### src/rtl/dyser_cfg_pkg.sv
// Shared definitions for the DySER configuration loader.
// Holds the widths of a configuration word, the config-memory address and
// the word counter, plus the loader FSM state encoding.
package dyser_cfg_pkg;

  localparam int CFG_WIDTH      = 21;
  localparam int CFG_ADDR_WIDTH = 8;
  localparam int CFG_CNT_WIDTH  = 5;

  typedef enum logic [1:0] {
    ST_IDLE  = 2'd0,
    ST_FETCH = 2'd1,
    ST_DONE  = 2'd2
  } cfg_state_e;

endpackage

### src/rtl/dyser_config_loader.sv
// dyser_config_loader
// Streams a configuration image from a small config memory into the DySER
// fabric. One read request is held in FETCH until the memory acknowledges;
// every acknowledged word is registered and strobed into DySER one cycle later.
//
// Ports:
//   clk, rst       clock, asynchronous active-high reset
//   start, abort   load request (IDLE only) / load cancel (FETCH only)
//   base_addr      first memory address of the image
//   num_words      words to load (0 = empty load, straight to DONE)
//   mem_req/addr   read request and address toward the config memory
//   mem_ack/data   read completion, data valid in the ack cycle
//   config_bits/en word and strobe driven straight into DySER
//   busy, done     load in progress / one-cycle completion pulse
//   words_loaded   config_en strobes issued by the current or last load
//
// Handshake: a read transfers on any rising edge where mem_req=1 and
// mem_ack=1 (mem_data sampled at that edge); mem_req stays high and mem_addr
// stays stable until that edge. config_en has no back-pressure: DySER must
// accept config_bits on every cycle config_en=1.
module dyser_config_loader
  import dyser_cfg_pkg::*;
(
  input  logic                      clk,
  input  logic                      rst,
  input  logic                      start,
  input  logic                      abort,
  input  logic [CFG_ADDR_WIDTH-1:0] base_addr,
  input  logic [CFG_CNT_WIDTH-1:0]  num_words,
  output logic                      mem_req,
  output logic [CFG_ADDR_WIDTH-1:0] mem_addr,
  input  logic                      mem_ack,
  input  logic [CFG_WIDTH-1:0]      mem_data,
  output logic [CFG_WIDTH-1:0]      config_bits,
  output logic                      config_en,
  output logic                      busy,
  output logic                      done,
  output logic [CFG_CNT_WIDTH-1:0]  words_loaded
);

  cfg_state_e                state_q, state_d;
  logic [CFG_ADDR_WIDTH-1:0] addr_q, addr_d;
  logic [CFG_CNT_WIDTH-1:0]  remaining_q, remaining_d;
  logic [CFG_CNT_WIDTH-1:0]  words_loaded_q, words_loaded_d;
  logic [CFG_WIDTH-1:0]      config_bits_q, config_bits_d;
  logic                      config_en_q, config_en_d;

  always_ff @(posedge clk or posedge rst) begin
    if (rst) begin
      state_q        <= ST_IDLE;
      addr_q         <= '0;
      remaining_q    <= '0;
      words_loaded_q <= '0;
      config_bits_q  <= '0;
      config_en_q    <= 1'b0;
    end else begin
      state_q        <= state_d;
      addr_q         <= addr_d;
      remaining_q    <= remaining_d;
      words_loaded_q <= words_loaded_d;
      config_bits_q  <= config_bits_d;
      config_en_q    <= config_en_d;
    end
  end

  always_comb begin
    state_d        = state_q;
    addr_d         = addr_q;
    remaining_d    = remaining_q;
    words_loaded_d = words_loaded_q;
    config_bits_d  = config_bits_q;
    config_en_d    = 1'b0;

    case (state_q)
      ST_IDLE: begin
        if (start) begin
          words_loaded_d = '0;
          if (num_words != '0) begin
            addr_d      = base_addr;
            remaining_d = num_words;
            state_d     = ST_FETCH;
          end else begin
            state_d = ST_DONE;
          end
        end
      end
      ST_FETCH: begin
        // Abort wins over a same-cycle ack: that word is dropped.
        if (abort) begin
          state_d = ST_IDLE;
        end else if (mem_ack) begin
          config_bits_d  = mem_data;
          config_en_d    = 1'b1;
          addr_d         = addr_q + 1'b1;  // wraps 0xFF -> 0x00
          remaining_d    = remaining_q - 1'b1;
          words_loaded_d = words_loaded_q + 1'b1;
          // Entering DONE here lines the done pulse up with the last strobe.
          if (remaining_q == 5'd1) state_d = ST_DONE;
        end
      end
      ST_DONE: begin
        state_d = ST_IDLE;
      end
      default: begin
        state_d = ST_IDLE;
      end
    endcase
  end

  assign mem_req      = (state_q == ST_FETCH);
  assign busy         = (state_q == ST_FETCH);
  assign done         = (state_q == ST_DONE);
  assign mem_addr     = addr_q;
  assign config_bits  = config_bits_q;
  assign config_en    = config_en_q;
  assign words_loaded = words_loaded_q;

endmodule

### config.mk
export PLATFORM = sky130hd
export DESIGN_NAME = dyser_config_loader
export DESIGN_NICKNAME = d
export VERILOG_FILES = /design/src/rtl/dyser_cfg_pkg.sv /design/src/rtl/dyser_config_loader.sv
export SDC_FILE = /design/constraint.sdc
export NUM_CORES = 1
export LEC_CHECK = 0
export ABC_CLOCK_PERIOD_IN_PS = 1830
export BUFFER_PORTS_ARGS = -buffer_cell sky130_fd_sc_hd__buf_4
export CORE_ASPECT_RATIO = 1.75
export CORE_MARGIN = 1
export CORE_UTILIZATION = 35
export DETAILED_ROUTE_END_ITERATION = 10
export SYNTH_ARGS = -nofsm -noshare
export SYNTH_HDL_FRONTEND = slang
export SYNTH_SLANG_ARGS = --single-unit
### constraint.sdc
create_clock -name clk -period 1.83 [get_ports clk]
set_input_delay 0.183 -clock clk [delete_from_list [all_inputs] [get_ports clk]]
set_output_delay 0.183 -clock clk [all_outputs]
set_load 0.01 [all_outputs]
==> flow_summary.toml <==
[worst_setup_path]
cp_data_required_time_ns = 2.04
timing.critical_path.max_delay_family = "compound AO/OA/AOI/OAI gates"
worst_ep_arrival_time_ns = 1.82
worstPathBufferInverterCount = 0
worstSetupStartpointType = "register"
cp_slowest_cell = "sky130_fd_sc_hd__dfrtp_1"
setup.worst_path.start = "state_q[1]$_DFFE_PP0P_"
timing.critical_path.cells = "and4bb_4, a2bb2oi_4, o21ai_0, a22oi_1"
worst_path_fanout_max = 17
timing.critical_path.to_type = "register"
critical_path.max_stage_delay_ns = 0.48
r2r-start = "state_q[1]$_DFFE_PP0P_"
timing_worst_setup_path_type = "register to register"

[global_route]
via_count_of_the_first_global_routing_pass = 1613
grt_start_max_net_pins = 29
grt_first_pass_wirelength_um = 7250
globalRouteTotalUtil_pct = 15.7
number_of_antenna_violations_at_the_first_check_in_global_routing = 0
global_route.overflow_total = 0

[clock_network]
htree_levels = 2
clkTransAtPathRegs_ns = 0.08
clock_path_buffers = 2
numCtsBuffers = 5
cts_post_setup_buffers_inserted = 0
cts_tree = "yes"
hold_buffers_post_cts = 1
clk_latency_ns = 0.29
cts_resized = 0
root_buffer = "sky130_fd_sc_hd__clkbuf_8"
cts_num_sinks = 42

[power_and_ir_drop]
pd_cells_mw_per_mm2 = 1310
irDropWorstVdd_v = 0.000786
total_power_mw = 3.70
power.leakage_nw = 1.31

[timing]
drv_slew = 0
relSlewSlack_pct = 54.6
totalNegativeSetupSlack_ns = 0
hold_slack_ns = 0.119
tightest_slew_ns = 0.677
clock.fmax_ghz = 0.620
finalClockSkew_ns = 0.00456
finalHoldViolCount = 0
final_cycle_utilization_of_the_critical_path_pct = 88.1
rsz0062_at_grt = "false"
post-route-min-period_ns = 1.61
setup-violations-final = 0

[hold_path]
holdCritPathClass = "input pin to register"
min_from = "mem_data[0]"

[cells_and_area]
fraction_of_layout_instances_using_a_drive_strength_above_1_pct = 45.8
final_design_area_no_fill_mm2 = 0.00283
finalNonFillerCells = 336
layout.cells.most_common_list = "sky130_fd_sc_hd__buf_4, sky130_fd_sc_hd__dfrtp_1, sky130_fd_sc_hd__mux2_2"
area_growth_syn_to_layout_pct = 38.9
antenna_cells = 0
mostFrequentLayoutCell = "sky130_fd_sc_hd__buf_4"
layout.filler_cells = 555
finalNetCount = 302
regArea_mm2 = 0.00105
multi_input_comb_area_um2 = 893

[yosys]
syn-cell-area_mm2 = 0.00204
syn_nets = 220
postSynth.asyncResetShare_pct = 100
syn_avg_cell_area_um2 = 11.5
yosys_most_used_dff = "sky130_fd_sc_hd__dfrtp_1"
synthesis.instances = 177
synth_largest_area_cell = "sky130_fd_sc_hd__dfrtp_1"
synth_fa_ha_area_share_pct = 2.46
post_synth_mux_area_share_pct = 12.6
synth_top_family_by_area = "compound AO/OA/AOI/OAI gates"
synth.lib_cells_used.distinct = 38
yosys-top-cells-area = "sky130_fd_sc_hd__dfrtp_1, sky130_fd_sc_hd__mux2_2, sky130_fd_sc_hd__o21ai_0"
synth-xor-area-share_pct = 1.29
synth_warnings = 0
simple_gate_portion_of_the_synthesized_area_pct = 13.6
synth_sequential_area_ratio_pct = 51.6
synth-compound-area-share_pct = 13.9
synth.top_cell.area_share_pct = 51.6
number_of_flip_flops_and_latches_in_the_synthesized_netlist = 42
number_of_flops_mapped_to_enable_cells_by_yosys = 0

[die]
fp.dieH_um = 103
die_w_um = 59.7
rows = 36
core_area_mm2 = 0.00559
floorplan.initialDensity_pct = 36.5
die_area_mm2 = 0.00614
top_level_port_count = 77

[routing]
met2WireLength_um = 2380
detailroute.via_count = 1633
detail_route.wirelength.met1_um = 1810
finalWirelength_um = 4480
drt_pre_antenna_iters = 4
post_drt_wl_per_cell_um = 13.3
drt.antenna.violating_nets = 0
met3_wirelength_um = 171
drt-initial-drc-count = 36
drt-vias-per-instance = 4.86
route.top_layer_used = "met4"
drt_drc_violations_left = 0

[place]
hpwl_after_dpl_um = 3390
port_buffers = 76
dpl.cell_count = 327
postPlaceCellArea_mm2 = 0.00271
gp_routability_congestion = 0.760

[job]
cap_violations = 0

[outcome]
outcome = "finished clean"
-- per-layer routing --
layer | vias to the layer above | track usage (%)
met3 | 7 | 2.13
met1 | 786 | 17.5
met4 | 0 | 9.30
met2 | 48 | 27.6
li1 | 792 | -
met5 | - | 0
-- Yosys cell counts (2+ instances only) --
master	count
sky130_fd_sc_hd__o22ai_1	2
sky130_fd_sc_hd__ha_1	4
sky130_fd_sc_hd__nor2_1	12
sky130_fd_sc_hd__dfrtp_1	42
sky130_fd_sc_hd__a32oi_1	2
sky130_fd_sc_hd__and2b_1	3
sky130_fd_sc_hd__buf_6	4
sky130_fd_sc_hd__o21ai_0	15
sky130_fd_sc_hd__nand2_1	14
sky130_fd_sc_hd__o211ai_1	2
sky130_fd_sc_hd__a2bb2oi_1	2
sky130_fd_sc_hd__xor2_1	3
sky130_fd_sc_hd__a21oi_1	11
sky130_fd_sc_hd__nand4_1	3
sky130_fd_sc_hd__inv_1	6
sky130_fd_sc_hd__mux2_2	22
sky130_fd_sc_hd__buf_2	3
sky130_fd_sc_hd__nand3_1	6
sky130_fd_sc_hd__nor3b_1	2
-- worst register-to-register path: stages (launching register included) --
cell,delay [ns]
sky130_fd_sc_hd__dfrtp_1,0.48
sky130_fd_sc_hd__and4bb_4,0.39
sky130_fd_sc_hd__a2bb2oi_4,0.36
sky130_fd_sc_hd__o21ai_0,0.15
sky130_fd_sc_hd__a22oi_1,0.15
-- sequential cells by signal, summed over array words and instances (netlist names) --
register,count
config_bits,21
mem_addr,8
remaining_q,5
words_loaded,5
state_q,2
config_en,1
-- final cells by class --
cell class                 count  area share, %
inverter                       6          0.796
clock inverter                 2           1.33
timing repair buffer          84           23.3
multi-input combinational    120           31.6
clock buffer                   6           2.56
sequential                    42           37.1
tap                           76           3.36
-- final timing paths --
check / slack, ns / endpoint / cells after the start
hold reg to reg: 0.51 / config_bits[16]$_DFFE_PP0P_ / 1
setup / recovery: 0.22 / remaining_q[3]$_DFFE_PP0P_ / 4
hold / removal: 0.12 / config_bits[0]$_DFFE_PP0P_ / 2
max in group asynchronous: 0.87 / words_loaded[1]$_DFFE_PP0P_ / 4
setup reg to reg: 0.22 / remaining_q[3]$_DFFE_PP0P_ / 4
min in group asynchronous: 0.46 / mem_addr[1]$_DFFE_PP0P_ / 3
-- kinds of logic after synthesis --
group                      Yosys count
and+or+nand+nor                     49
adders and majority gates            4
DFF                                 42
muxes                               23
xor gates and xnor gates             3
buffers and inverters               15
AOI/OAI and AO/OA                   41
-- where the power goes --
part | internal [mW] | total (mW) | switching (mW)
clock | 0.407 | 0.726 | 0.319
combinational | 0.795 | 1.44 | 0.641
sequential | 1.26 | 1.54 | 0.277
-- per-stage QoR --
stage          worst slack, ns  util, %
6_report                 0.217     50.7
5_1_grt                  0.120     50.7
4_1_cts                  0.196     50.7
3_5_place_dp             0.222     48.5
3_3_place_gp             0.264     48.5
2_1_floorplan            0.319        -
Note: power is estimated with default switching activity, not from simulation.
